### config.mk
export PLATFORM = sky130hd
export DESIGN_NAME = fetch_unit_flat
export DESIGN_NICKNAME = d
export VERILOG_FILES = /design/src/rtl/fetch_unit_if.sv /design/src/rtl/fetch_unit.sv /design/src/flat_wrapper.sv
export SDC_FILE = /design/constraint.sdc
export NUM_CORES = 1
export LEC_CHECK = 0
export ABC_AREA = 0
export CAP_MARGIN = 15
export CELL_PAD_IN_SITES_DETAIL_PLACEMENT = 1
export CELL_PAD_IN_SITES_GLOBAL_PLACEMENT = 1
export CORE_UTILIZATION = 52
export CTS_BUF_LIST = sky130_fd_sc_hd__clkbuf_8
export DETAILED_ROUTE_END_ITERATION = 10
export DONT_BUFFER_PORTS = 1
export PLACE_DENSITY_LB_ADDON = 0.12
export SYNTH_ARGS = -nofsm -noshare
export SYNTH_HDL_FRONTEND = slang
export SYNTH_SLANG_ARGS = --single-unit
### constraint.sdc
create_clock -name clk -period 3.55 [get_ports clk]
set_input_delay 0.5325 -clock clk [delete_from_list [all_inputs] [get_ports clk]]
set_output_delay 0.5325 -clock clk [all_outputs]
set_load 0.005 [all_outputs]
### src/rtl/fetch_unit_if.sv
// Fetch-side bundle: memory fetch port, redirect input and decode handshake.
// The master modport is the fetch unit; the slave side is memory/decode.
interface fetch_unit_if;
  logic        fe_req;
  logic [31:0] fe_addr;
  logic        fe_ack;
  logic [31:0] fe_data;
  logic        redirect_valid;
  logic [31:0] redirect_pc;
  logic        de_valid;
  logic        de_ready;
  logic [31:0] de_inst;
  logic [31:0] de_pc;

  modport master (
    output fe_req, fe_addr,
    input  fe_ack, fe_data,
    input  redirect_valid, redirect_pc,
    output de_valid, de_inst, de_pc,
    input  de_ready
  );

  modport slave (
    input  fe_req, fe_addr,
    output fe_ack, fe_data,
    output redirect_valid, redirect_pc,
    input  de_valid, de_inst, de_pc,
    output de_ready
  );
endinterface

### src/rtl/fetch_unit.sv
// Instruction fetch initiator: sequential PC, deny/retry, redirect flush,
// and a small circular instruction queue feeding decode.
module fetch_unit #(
  parameter logic [31:0] RESET_PC = 32'h0000_0000,
  parameter int          DEPTH    = 2
) (
  input  logic         clk,
  input  logic         reset_n,
  fetch_unit_if.master bus
);

  localparam int PW = (DEPTH > 1) ? $clog2(DEPTH) : 1;
  localparam int CW = $clog2(DEPTH + 1);

  logic [31:0]   pc_q, pc_d;
  logic          started_q;
  logic          infl_q, infl_d;
  logic [31:0]   infl_pc_q, infl_pc_d;
  logic [PW-1:0] head_q, head_d;
  logic [PW-1:0] tail_q, tail_d;
  logic [CW-1:0] count_q, count_d;
  logic [31:0]   ent_inst_q [DEPTH];
  logic [31:0]   ent_pc_q   [DEPTH];

  logic          redir;
  logic          de_valid;
  logic          pop;
  logic          push;
  logic          fe_req;
  logic          grant;
  logic [CW:0]   occ;
  logic          unused_rpc;

  assign unused_rpc = &{1'b0, bus.redirect_pc[1:0]};

  assign redir    = bus.redirect_valid;
  assign de_valid = (count_q != '0) & ~redir;
  assign pop      = de_valid & bus.de_ready;
  assign push     = infl_q & ~redir;

  // Credit counts in-flight fetches; a same-cycle pop frees a slot.
  assign occ = {1'b0, count_q}
             + {{CW{1'b0}}, infl_q}
             - {{CW{1'b0}}, pop};

  assign fe_req = started_q & ~redir & (occ < (CW+1)'(DEPTH));
  assign grant  = fe_req & bus.fe_ack;

  assign bus.fe_req   = fe_req;
  assign bus.fe_addr  = pc_q;
  assign bus.de_valid = de_valid;
  assign bus.de_inst  = ent_inst_q[head_q];
  assign bus.de_pc    = ent_pc_q[head_q];

  always_comb begin
    pc_d      = pc_q;
    infl_d    = grant;
    infl_pc_d = infl_pc_q;
    head_d    = head_q;
    tail_d    = tail_q;
    count_d   = count_q;
    unique case (1'b1)
      redir: begin
        pc_d    = {bus.redirect_pc[31:2], 2'b00};
        infl_d  = 1'b0;
        head_d  = '0;
        tail_d  = '0;
        count_d = '0;
      end
      default: begin
        if (grant) begin
          pc_d      = pc_q + 32'd4;
          infl_pc_d = pc_q;
        end
        if (push) tail_d = tail_q + 1'b1;
        if (pop)  head_d = head_q + 1'b1;
        count_d = count_q
                + {{(CW-1){1'b0}}, push}
                - {{(CW-1){1'b0}}, pop};
      end
    endcase
  end

  always_ff @(posedge clk or negedge reset_n) begin
    if (!reset_n) begin
      pc_q      <= RESET_PC;
      started_q <= 1'b0;
      infl_q    <= 1'b0;
      infl_pc_q <= '0;
      head_q    <= '0;
      tail_q    <= '0;
      count_q   <= '0;
    end else begin
      pc_q      <= pc_d;
      started_q <= 1'b1;
      infl_q    <= infl_d;
      infl_pc_q <= infl_pc_d;
      head_q    <= head_d;
      tail_q    <= tail_d;
      count_q   <= count_d;
    end
  end

  always_ff @(posedge clk or negedge reset_n) begin
    if (!reset_n) begin
      for (int i = 0; i < DEPTH; i++) begin
        ent_inst_q[i] <= '0;
        ent_pc_q[i]   <= '0;
      end
    end else if (push) begin
      ent_inst_q[tail_q] <= bus.fe_data;
      ent_pc_q[tail_q]   <= infl_pc_q;
    end
  end

endmodule

### src/flat_wrapper.sv
// flat-port wrapper written by rule: the top's interface ports become plain ports
module fetch_unit_flat 
#(
  parameter logic [31:0] RESET_PC = 32'h0000_0000,
  parameter int          DEPTH    = 2
)
  (clk, reset_n, bus_fe_req, bus_fe_addr, bus_fe_ack, bus_fe_data, bus_redirect_valid, bus_redirect_pc, bus_de_valid, bus_de_inst, bus_de_pc, bus_de_ready);
  fetch_unit_if bus_i ();
  input  logic clk;
  input  logic reset_n;
  output wire logic [$bits(bus_i.fe_req)-1:0] bus_fe_req;
  output wire logic [$bits(bus_i.fe_addr)-1:0] bus_fe_addr;
  input wire logic [$bits(bus_i.fe_ack)-1:0] bus_fe_ack;
  input wire logic [$bits(bus_i.fe_data)-1:0] bus_fe_data;
  input wire logic [$bits(bus_i.redirect_valid)-1:0] bus_redirect_valid;
  input wire logic [$bits(bus_i.redirect_pc)-1:0] bus_redirect_pc;
  output wire logic [$bits(bus_i.de_valid)-1:0] bus_de_valid;
  output wire logic [$bits(bus_i.de_inst)-1:0] bus_de_inst;
  output wire logic [$bits(bus_i.de_pc)-1:0] bus_de_pc;
  input wire logic [$bits(bus_i.de_ready)-1:0] bus_de_ready;
  assign bus_fe_req = bus_i.fe_req;
  assign bus_fe_addr = bus_i.fe_addr;
  assign bus_i.fe_ack = bus_fe_ack;
  assign bus_i.fe_data = bus_fe_data;
  assign bus_i.redirect_valid = bus_redirect_valid;
  assign bus_i.redirect_pc = bus_redirect_pc;
  assign bus_de_valid = bus_i.de_valid;
  assign bus_de_inst = bus_i.de_inst;
  assign bus_de_pc = bus_i.de_pc;
  assign bus_i.de_ready = bus_de_ready;
  fetch_unit #(.RESET_PC(RESET_PC), .DEPTH(DEPTH)) u_core (.clk(clk), .reset_n(reset_n), .bus(bus_i));
endmodule
==> metrics.md <==
| Metric | Value |
|---|---|
| Max_slew headroom | `37.4%` |
| Synth area leaders | `dfrtp_1 55%, mux2_2 24%, nand2_1 5.6%, o21ai_0 1.7%, clkbuf_1 1.2%` |
| Design Area, Final | `9180 um^2` |
| VDD IR max | `0.261 mV` |
| Setup Slack @ Placement | `20.9 ps` |
| Layout area overhead | `6.52%` |
| Core area | `16100 um^2` |
| Period utilisation layout | `96.0%` |
| Worst slew pin tran | `939 ps` |
| CTS Sinks | `190` |
| Largest net degree at the start of global routing | `191` |
| R2R Path End | `u_core.bus.fe_addr[31]` |
| Status | `complete, but fails checks` |
| CTS root buffer | `clkbuf_8` |
| DP Area | `8780 um^2` |
| Worst Setup Slack, final | `143 ps` |
| WL per Instance | `21.1 um` |
| Die area | `17100 um^2` |
| Height of the die | `131 um` |
| Routability cong. | `0.860` |
| Commonest cells in the netlist | `190 x dfrtp_1, 187 x mux2_2, 128 x nand2_1` |
| Final net count | `778` |
| Clock buffer count from CTS | `17` |
| Placed insts | `898` |
| Slew Viols, Final | `0` |
| Non-filler instance count after layout | `932` |
| Min Tclk post-route | `3410 ps` |
| I/O pin count | `167` |
| Worst endpoint required time | `3950 ps` |
| CP arrival | `3810 ps` |
| ANT nets after route | `0` |
| Die Wd | `131 um` |
| Synthesized cell area | `8620 um^2` |
| Syn avg cell area | `12.1 um^2` |
| Register area share after synthesis | `55.2%` |
| Global routing's busiest layer | `met2` |
| Clk_skew | `11.9 ps` |
| Hold crit path type | `in2async` |
| # port buffers | `0` |
| P_leak | `4.29 nW` |
| Violated checks | `negative hold slack` |
| Met1 Use GR | `28.6%` |
| Gr usage total | `24.2%` |
| Footprint of the multi-input gates | `3630 um^2` |
| H-tree levels | `4` |
| CP Launch Type | `flop` |
| Reg area | `4760 um^2` |
| Worst reg2reg startpoint | `u_core.count_q[1]` |
| Yosys top cell by area | `dfrtp_1` |
| Count of cell types in the netlist | `47` |
| Post-Synthesis Cells | `714` |
| Post-synth top area share | `55.2%` |
| Critical Path End Type | `flop` |
| DRC | `0` |
| Via count | `5488` |
| Worst Hold Slack | `-241 ps` |
| FILL cells | `1630` |
| PD cells | `602 nW/um^2` |
| Max frequency | `0.294 GHz` |
| Clk buf depth | `2` |
| Count leader, synth | `dfrtp_1` |
| Final hold violation count | `190` |
| Yosys warns | `0` |
| Final setup fails | `0` |
| Number of flops mapped to enable cells by yosys | `0` |
| Initial core utilization | `53.7%` |
| Clock Latency Late Sink | `470 ps` |
| Drt total wl | `19.7 mm` |
| Initial antenna violation count | `0` |
| DP HPWL | `13.0 mm` |
| Critical path class | `reg2reg` |
| DRT Pass-1 Iters | `4` |
| R2R setup slack | `140 ps` |
| Layout cells sized above 1 | `33.0%` |
| DRT iter0 DRCs | `245` |
| Share of synthesized registers carrying an async set or reset | `100%` |
| Length in cells of the worst reg-to-reg path | `14` |
| Vias in the first global route | `5853` |
| Post-DR vias/cell | `5.89` |
| Grt ovf | `0` |
| Main synth FF type | `dfrtp_1` |
| Total power | `5.53 mW` |
| Met3 Track Usage GR | `7.17%` |
| TritonCTS clock tree | `done` |
| Grt met2 use | `42.0%` |
| Max-cap violations | `0` |
| Clock transition at the registers of the reported paths | `90 ps` |
| Rows | `46` |
| Antenna Cells | `0` |
| Yosys reg bits | `190` |
| First-pass GRT wire length | `31.2 mm` |
| Worst-path fanout max | `16` |
==> per-stage QoR <==
stage               util [%]  TNS, ps
floorplan                  -        0
global placement        54.7        0
detailed placement      54.7        0
CTS                     56.9        0
global route            57.2    -16.4
finish                  57.2        0
==> how the worst max path moves through the flow <==
stage,start,to,slack [ps]
final,u_core.count_q[1],u_core.bus.fe_addr[31],140
after CTS,u_core.count_q[1],u_core.bus.fe_addr[22],20
after global placement,bus_redirect_valid,u_core.bus.fe_addr[22],110
after floorplan,bus_redirect_valid,u_core.bus.fe_addr[31],190
after detailed placement,bus_redirect_valid,u_core.bus.fe_addr[22],20
after global routing,u_core.count_q[1],u_core.bus.fe_addr[31],-20
==> sequential cells by signal (all words and copies together) (netlist names) <==
register            count
u_core.head_q           1
u_core.infl_pc_q       30
u_core.ent_pc_q        60
u_core.started_q        1
u_core.tail_q           1
u_core.ent_inst_q      64
u_core.infl_q           1
u_core.bus.fe_addr     30
u_core.count_q          2
==> worst max-delay path, cell delays in order, from the launching register on <==
cell	delay, ps
dfrtp_2	450
nor2_1	120
nor2_1	60
nand2_1	100
inv_1	80
ha_1	260
nand2b_1	150
fa_1	370
xor2_1	170
or4b_4	580
clkinv_8	120
buf_4	180
nand2_2	70
or4b_1	510
nand4_1	110
==> what timing repair did <==
action                                  in CTS  in global routing
endpoints found under the setup margin       0                 15
endpoints found under the hold margin      190                190
setup buffers                                0                  3
gates resized for setup                      0                  5
==> routing by layer <==
layer / vias up / part of all wire [%]
li1: 2484 / -
met1: 2843 / 41
met2: 142 / 51
met3: 19 / 6.7
met4: 0 / 1.2
met5: - / 0
==> area by class of cell <==
class / count / area share, %
Timing Repair Buffer: 13 / 1.15
Inverter: 10 / 0.545
Clock buffer: 19 / 2.85
Sequential cell: 190 / 51.9
Multi-Input combinational cell: 472 / 39.6
Tap cell: 216 / 2.94
Clock inverter: 12 / 1.09
==> cells in the final DEF, fill, tap and decap left out, types with 6 or more instances in the layout <==
cell type,instances
nand2_1,127
nor2_1,10
o211ai_1,7
a21oi_1,8
inv_1,12
o311ai_0,9
nor2b_1,6
and3_1,6
clkbuf_8,19
o21ai_0,29
nand4_1,9
buf_4,12
nand3_1,12
dfrtp_1,188
mux2_2,187
==> kinds of logic after synthesis <==
family | after synthesis | synth area share (%)
and+or+nand+nor | 199 | 10.6
DFF | 190 | 55.2
muxes | 187 | 24.4
AOI/OAI and AO/OA | 71 | 5.40
buffers and inverters | 55 | 2.98
adders and majority gates | 5 | 0.813
xor gates and xnor gates | 5 | 0.508
other | 2 | 0.0872
==> power by group <==
group | switching, mW | total (mW) | internal, mW
combinational | 0.452 | 1.10 | 0.652
clock | 0.737 | 1.32 | 0.580
sequential | 0.394 | 3.11 | 2.71
No activity file was read; power rests on OpenSTA's default activity.
